--- src/rtl/mips_pkg.sv ---
// Shared encodings for the multi-cycle MIPS-subset datapath: opcodes, functs,
// FSM states, ALU operations and the instruction legality check.
package mips_pkg;

    localparam logic [5:0] OP_RTYPE = 6'h00;
    localparam logic [5:0] OP_J     = 6'h02;
    localparam logic [5:0] OP_BEQ   = 6'h04;
    localparam logic [5:0] OP_ADDI  = 6'h08;
    localparam logic [5:0] OP_LW    = 6'h23;
    localparam logic [5:0] OP_SW    = 6'h2B;

    localparam logic [5:0] F_ADD = 6'h20;
    localparam logic [5:0] F_SUB = 6'h22;
    localparam logic [5:0] F_AND = 6'h24;
    localparam logic [5:0] F_OR  = 6'h25;
    localparam logic [5:0] F_SLT = 6'h2A;

    typedef enum logic [2:0] {
        ST_FETCH,
        ST_DECODE,
        ST_EXEC,
        ST_MEM,
        ST_WB,
        ST_TRAP
    } state_t;

    typedef enum logic [2:0] {
        ALU_ADD,
        ALU_SUB,
        ALU_AND,
        ALU_OR,
        ALU_SLT
    } alu_op_t;

    // Under opcode 0 only the five supported functs are legal.
    function automatic logic op_legal(input logic [5:0] op, input logic [5:0] fn);
        case (op)
            OP_RTYPE:                          return fn inside {F_ADD, F_SUB, F_AND, F_OR, F_SLT};
            OP_ADDI, OP_LW, OP_SW, OP_BEQ, OP_J: return 1'b1;
            default:                           return 1'b0;
        endcase
    endfunction

endpackage

--- src/rtl/datapath_regfile.sv ---
// 32-entry register file: two asynchronous read ports, one synchronous write
// port, $0 hardwired to zero, asynchronous clear.
module datapath_regfile #(
    parameter int BIT_WIDTH = 32
) (
    input  logic                 clk,
    input  logic                 rst,
    input  logic [4:0]           raddr1,
    input  logic [4:0]           raddr2,
    output logic [BIT_WIDTH-1:0] rdata1,
    output logic [BIT_WIDTH-1:0] rdata2,
    input  logic                 we,
    input  logic [4:0]           waddr,
    input  logic [BIT_WIDTH-1:0] wdata
);

    // Entry 0 is not stored at all, so writes to $0 simply have nowhere to land.
    logic [BIT_WIDTH-1:0] rf_reg [1:31];

    always_ff @(posedge clk or posedge rst) begin
        if (rst) begin
            for (int i = 1; i < 32; i++) begin
                rf_reg[i] <= '0;
            end
        end else if (we && waddr != 5'd0) begin
            rf_reg[waddr] <= wdata;
        end
    end

    assign rdata1 = (raddr1 == 5'd0) ? '0 : rf_reg[raddr1];
    assign rdata2 = (raddr2 == 5'd0) ? '0 : rf_reg[raddr2];

endmodule

--- src/rtl/datapath_mc.sv ---
// Multi-cycle MIPS-subset datapath and control (FETCH/DECODE/EXEC/MEM/WB/TRAP)
// sharing one req/ack memory port for instruction and data accesses.
module datapath_mc
    import mips_pkg::*;
#(
    parameter int                    BIT_WIDTH  = 32,
    parameter int                    ADDR_WIDTH = 32,
    parameter int                    DELAY      = 0,
    parameter logic [ADDR_WIDTH-1:0] RESET_PC   = '0
) (
    input  logic                  clk,
    input  logic                  rst,
    output logic                  mem_req,
    output logic                  mem_we,
    output logic [ADDR_WIDTH-1:0] mem_addr,
    output logic [BIT_WIDTH-1:0]  mem_wdata,
    input  logic                  mem_ack,
    input  logic [BIT_WIDTH-1:0]  mem_rdata,
    output logic [ADDR_WIDTH-1:0] pc_o,
    output logic                  retire,
    output logic                  trap
);

    // DELAY only shaped simulation timing in older models; register updates here are zero-delay.
    if (ADDR_WIDTH < 16 || ADDR_WIDTH > 32 || BIT_WIDTH < 32 || DELAY < 0) begin : g_param_check
        $error("datapath_mc: unsupported parameter combination");
    end

    state_t                state_reg, state_next;
    logic [ADDR_WIDTH-1:0] pc_reg, pc_o_reg;
    logic [31:0]           ir_reg;
    logic [BIT_WIDTH-1:0]  a_reg, b_reg, alu_out_reg, mdr_reg;

    logic [5:0]  opcode, funct;
    logic [4:0]  rs, rt, rd;
    logic [15:0] imm;
    logic [25:0] target;

    assign opcode = ir_reg[31:26];
    assign rs     = ir_reg[25:21];
    assign rt     = ir_reg[20:16];
    assign rd     = ir_reg[15:11];
    assign imm    = ir_reg[15:0];
    assign funct  = ir_reg[5:0];
    assign target = ir_reg[25:0];

    logic is_rtype, is_lw, is_sw, is_mem, is_beq, is_j, legal;
    assign is_rtype = (opcode == OP_RTYPE);
    assign is_lw    = (opcode == OP_LW);
    assign is_sw    = (opcode == OP_SW);
    assign is_mem   = is_lw || is_sw;
    assign is_beq   = (opcode == OP_BEQ);
    assign is_j     = (opcode == OP_J);
    assign legal    = op_legal(opcode, funct);

    logic [BIT_WIDTH-1:0]  rs_val, rt_val, sext_imm, alu_b, alu_result;
    logic [ADDR_WIDTH-1:0] jump_target, branch_off;
    logic [31:0]           branch_off32;
    alu_op_t               alu_op;
    logic                  mem_done, misaligned;

    assign sext_imm     = {{(BIT_WIDTH-16){imm[15]}}, imm};
    assign branch_off32 = {{14{imm[15]}}, imm, 2'b00};
    assign branch_off   = branch_off32[ADDR_WIDTH-1:0];

    if (ADDR_WIDTH > 28) begin : g_jump_hi
        assign jump_target = {pc_reg[ADDR_WIDTH-1:28], target, 2'b00};
    end else begin : g_jump_lo
        assign jump_target = {target[ADDR_WIDTH-3:0], 2'b00};
    end

    datapath_regfile #(.BIT_WIDTH(BIT_WIDTH)) u_regfile (
        .clk    (clk),
        .rst    (rst),
        .raddr1 (rs),
        .raddr2 (rt),
        .rdata1 (rs_val),
        .rdata2 (rt_val),
        .we     (state_reg == ST_WB),
        .waddr  (is_rtype ? rd : rt),
        .wdata  (is_lw ? mdr_reg : alu_out_reg)
    );

    always_comb begin
        alu_op = ALU_ADD;
        if (is_rtype) begin
            case (funct)
                F_SUB:   alu_op = ALU_SUB;
                F_AND:   alu_op = ALU_AND;
                F_OR:    alu_op = ALU_OR;
                F_SLT:   alu_op = ALU_SLT;
                default: alu_op = ALU_ADD;
            endcase
        end
    end

    assign alu_b = is_rtype ? b_reg : sext_imm;

    always_comb begin
        alu_result = '0;
        case (alu_op)
            ALU_ADD: alu_result = a_reg + alu_b;
            ALU_SUB: alu_result = a_reg - alu_b;
            ALU_AND: alu_result = a_reg & alu_b;
            ALU_OR:  alu_result = a_reg | alu_b;
            ALU_SLT: alu_result = {{(BIT_WIDTH-1){1'b0}}, ($signed(a_reg) < $signed(alu_b))};
            default: alu_result = '0;
        endcase
    end

    assign misaligned = is_mem && (alu_result[1:0] != 2'b00);

    // Gating with rst lets a reset abandon an in-flight request without waiting for a clock.
    assign mem_req   = !rst && (state_reg == ST_FETCH || state_reg == ST_MEM);
    assign mem_we    = mem_req && (state_reg == ST_MEM) && is_sw;
    assign mem_addr  = (state_reg == ST_MEM) ? ADDR_WIDTH'(alu_out_reg) : pc_reg;
    assign mem_wdata = b_reg;
    assign mem_done  = mem_req && mem_ack;
    assign pc_o      = pc_o_reg;
    assign trap      = (state_reg == ST_TRAP);
    assign retire    = !rst && (((state_reg == ST_DECODE) && legal && (is_j || is_beq)) ||
                                ((state_reg == ST_MEM) && mem_done && is_sw) ||
                                (state_reg == ST_WB));

    always_ff @(posedge clk or posedge rst) begin
        if (rst) begin
            state_reg <= ST_FETCH;
        end else begin
            state_reg <= state_next;
        end
    end

    always_comb begin
        state_next = state_reg;
        case (state_reg)
            ST_FETCH:  if (mem_done) state_next = ST_DECODE;
            ST_DECODE: begin
                if (!legal)               state_next = ST_TRAP;
                else if (is_j || is_beq)  state_next = ST_FETCH;
                else                      state_next = ST_EXEC;
            end
            ST_EXEC: begin
                if (misaligned)   state_next = ST_TRAP;
                else if (is_mem)  state_next = ST_MEM;
                else              state_next = ST_WB;
            end
            ST_MEM:    if (mem_done) state_next = is_sw ? ST_FETCH : ST_WB;
            ST_WB:     state_next = ST_FETCH;
            ST_TRAP:   state_next = ST_TRAP;
            default:   state_next = ST_TRAP;
        endcase
    end

    always_ff @(posedge clk or posedge rst) begin
        if (rst) begin
            pc_reg      <= RESET_PC;
            pc_o_reg    <= RESET_PC;
            ir_reg      <= '0;
            a_reg       <= '0;
            b_reg       <= '0;
            alu_out_reg <= '0;
            mdr_reg     <= '0;
        end else begin
            case (state_reg)
                ST_FETCH: begin
                    if (mem_done) begin
                        ir_reg   <= 32'(mem_rdata);
                        pc_o_reg <= pc_reg;
                        pc_reg   <= pc_reg + ADDR_WIDTH'(4);
                    end
                end
                ST_DECODE: begin
                    a_reg <= rs_val;
                    b_reg <= rt_val;
                    // pc already points past the branch, so the offset is relative to pc+4.
                    if (is_j)                              pc_reg <= jump_target;
                    else if (is_beq && (rs_val == rt_val)) pc_reg <= pc_reg + branch_off;
                end
                ST_EXEC:  alu_out_reg <= alu_result;
                ST_MEM:   if (mem_done && is_lw) mdr_reg <= mem_rdata;
                default:  ;
            endcase
        end
    end

endmodule

--- config.mk ---
export PLATFORM = sky130hd
export DESIGN_NAME = datapath_mc
export DESIGN_NICKNAME = d
export VERILOG_FILES = /design/src/rtl/mips_pkg.sv /design/src/rtl/datapath_regfile.sv /design/src/rtl/datapath_mc.sv
export SDC_FILE = /design/constraint.sdc
export NUM_CORES = 2
export LEC_CHECK = 0
export ABC_AREA = 0
export CORE_AREA = 5 5 272 407
export CTS_BUF_LIST = sky130_fd_sc_hd__clkbuf_8
export DETAILED_ROUTE_END_ITERATION = 10
export DIE_AREA = 0 0 277 412
export GPL_ROUTABILITY_DRIVEN = 0
export PLACE_DENSITY_LB_ADDON = 0.1
export SETUP_SLACK_MARGIN = 0.1
export SYNTH_ARGS = -nofsm -noshare
export SYNTH_HDL_FRONTEND = slang
export SYNTH_SLANG_ARGS = --single-unit
--- constraint.sdc ---
create_clock -name clk -period 53 [get_ports clk]
set_input_delay 15.9 -clock clk [delete_from_list [all_inputs] [get_ports clk]]
set_output_delay 15.9 -clock clk [all_outputs]
set_load 0.005 [all_outputs]
==> reports/metrics.csv <==
stage;metric;value;unit
timing;max_freq;29.8;MHz
setup_path;end_kind;output pin;
synthesis;syn_inst;6942;
setup_path;reg2reg_depth;12;
clocking;clockBufferDepth;3;
synthesis;synth_warnings;0;
floorplan;start_util;0.644;
timing;rsz0062_at_grt;false;
setup_path;cp_top_family;buffers and inverters;
floorplan;io_pins;135;
setup_path;crit_path_max_fanout;4;
synthesis;synth_xor_xnor_area_share;0.00625;
setup_path;worstSetupStartpointType;input port;
status;violations;capacitance limit, slew limit;
timing;fin_ws;19470;ps
synthesis;syn_avg_cell_area;9.90;sq um
clocking;cts.sink_count;1215;
synthesis;yosys.area_share.simple;0.128;
timing;slew_headroom;-0.0719;
setup_path;max_stage_delay;550;ps
cells_and_area;area_growth;8.20;%
clocking;ctsRootBufferMaster;clkbuf_8;
synthesis;ys_ff_latch;1215;
power;power_density;70.5;nW/um^2
route;wl;265000;um
setup_path;worst-path-buf-inv;2;
synthesis;synthAdderAreaFrac;0.0238;
route;wl_per_cell;31.6;um
route;via_per_inst;7.22;
cells_and_area;drive_gt1_frac;0.157;
worst_hold_path;holdPathEnd;pc_o[18];
global_route;first_global_vias;58700;
global_route;antenna_found_initial;23;
worst_hold_path;min_path_type;reg -> reg;
setup_path;crit_top_cell;clkdlybuf4s50_1;
placed_design;dp_hpwl;168000;um
clocking;clkSlewWorstSetupHoldPaths;60;ps
timing;fin_setup_tns;0;ps
global_route;grt-ovfl-total;0;
timing;period_share;0.633;
power;peakVddDrop;0.0654;mV
route;dr.pass1.iters;7;
floorplan;die_w;277;um
worst_hold_path;hold_start;pc_o[18];
flow_run;cap_viol_max_count;1;
route;drcViolationCount;0;
timing;worst_slew_pin_slew;1600;ps
setup_path;critPathSlowestCell;clkdlybuf4s50_1;
setup_path;reg2reg_to;pc_reg[26];
status;status;finished, violations left;
synthesis;synth_async_sr_flop_share;1.00;
cells_and_area;nets;6975;
cells_and_area;num-fill-cells;8283;
timing;fin_crit;33530;ps
timing;setup_viol;0;
clocking;cts_resized;0;
setup_path;crit_type;in -> out;
cells_and_area;largest_register_ffs;992;
synthesis;syn-cell-area;68700;sq um
clocking;hold_buffers;0;
setup_path;r2r_slack;45540;ps
setup_path;crit_chain;clkdlybuf4s50_1, nor3_1, nand2_1, a31oi_1, clkdlybuf4s50_1;
synthesis;ys_seq_area_frac;0.443;
clocking;clock_latency;970;ps
timing;finalHoldViolCount;0;
power;power_leakage;32.1;nW
clocking;htreeDepth;4;
setup_path;r2r_start;ir_reg[17];
setup_path;critPathArrivalTime;17630;ps
clocking;cts_setup_buffers;0;
floorplan;die-area;114000;sq um
global_route;grtUsageTotal;0.458;
floorplan;core;107000;sq um
placed_design;dp_slack;19480;ps
setup_path;worst_ep_required_time;37100;ps
clocking;cts_tree;done;
route;ant_nets;0;
synthesis;yosys.cell_types.count;92;
synthesis;ys.flop_type;dfrtp_1;
synthesis;synth_top_family_by_area;multiplexers;
global_route;grt_max_degree;183;
clocking;cts-buffers-inserted;180;
synthesis;synth_mux_area_frac;0.175;
synthesis;synth_compound_area_frac;0.174;
timing;drv_slew;9;
route;vias;60500;
placed_design;io_buffers;132;
route;drt_iter0_markers;8976;
worst_hold_path;min_path_cells;2;
timing;clock_skew;52.4;ps
synthesis;synth-edff-count;0;
floorplan;die_h;412;um
floorplan;rows;147;
global_route;grt_pass1_wl;385000;um
-- metrics by stage --
step | util | hold slack (ps) | std cells | power (mW) | cell area, sq um
after global placement | 0.662 | 458 | 8043 | 4.22 | 70600
after detailed placement | 0.662 | 465 | 8043 | 4.29 | 70600
after floorplan | - | 459 | 6943 | 3.32 | 68700
after CTS | 0.696 | 480 | 8359 | 5.08 | 74300
after global routing | 0.696 | 492 | 8365 | 5.42 | 74300
final | 0.697 | 478 | 8386 | 5.24 | 74300
-- worst max path at each step --
stage | start | end | slack [ps] | depth (start not counted)
floorplan | rst | a_reg[0] | 2870 | 1
global placement | rst | mem_req | 19470 | 3
detailed placement | rst | retire | 19480 | 5
CTS | rst | retire | 19470 | 5
global route | rst | mem_req | 19430 | 3
finish | rst | retire | 19470 | 5
-- synth_stat cells (all sizes together) (48+ instances only) --
library cell	n	area [sq um]
a21o	54	405
a21oi	634	3180
a221oi	48	420
a22oi	88	661
buf	183	1360
clkbuf	433	1630
dfrtp	1215	30400
ha	126	1580
inv	121	454
mux2	148	1670
mux2i	210	2100
mux4	367	8270
nand2	960	3600
nand3	90	450
nor2	685	2570
nor3	91	460
o211ai	49	368
o21ai	722	3610
o22ai	65	407
-- per-layer routing --
metal	wire length (um)	part of all wire	vias to the layer above	track usage
met5	147	0.00055	-	0.00342
met4	31100	0.12	16	0.405
met3	34500	0.13	1563	0.162
met2	114000	0.43	4705	0.677
met1	85200	0.32	29300	0.528
li1	-	-	24900	-
-- report_power, final --
group	internal, mW	switching [mW]
Combinational	1.05	1.76
Sequential	1.27	0.366
Clock	0.409	0.388
Total	2.73	2.52
-- area by class of cell --
type                            count  area [sq um]  area share
Antenna cell                       26          65.1    0.000875
Inverter                          124           473     0.00636
Tap cell                         1415          1770      0.0238
Multi-Input combinational cell   4988         35300       0.475
Clock inverter                     92           582     0.00783
Clock buffer                      224          3080      0.0415
Sequential cell                  1215         30400       0.409
Timing Repair Buffer              302          2650      0.0356
-- cell usage in the layout (no fill, tap or decap), types with 32 or more instances in the layout --
cell type	instances
buf_4	166
clkbuf_8	224
a22oi_1	88
a21o_1	54
nor2b_1	32
dfrtp_1	1205
clkdlybuf4s50_1	132
nand3_1	89
inv_1	165
nand2_1	948
o211ai_1	49
ha_1	126
a21oi_1	632
mux2i_1	178
nand2b_1	35
o21ai_0	716
mux4_2	367
o22ai_1	65
nor3_1	87
a211oi_1	43
a221oi_1	47
a31oi_1	42
mux2_2	147
nor2_1	668
-- worst reg2reg max path: stages, from the launching register on --
cell	delay, ps
dfrtp_4	830
buf_4	830
buf_4	830
clkinv_1	1120
mux2i_1	350
a211oi_1	460
o21ai_0	570
xor2_1	310
and3_1	170
nand4_1	280
or4_4	690
a21oi_2	690
a31oi_1	170
-- logic make-up (layout without fill, tap and decap cells) --
group                    count (synthesis)  in the layout
multiplexers                           725            725
AO/OA/AOI/OAI                         2004           2004
flip-flops                            1215           1215
AND/OR/NAND/NOR                       2079           2079
other                                    1             28
adder cells (fa/ha/maj)                129            129
XOR/XNOR                                49             49
buffers and inverters                  740            742
Note: power is estimated with default switching activity, not from simulation.
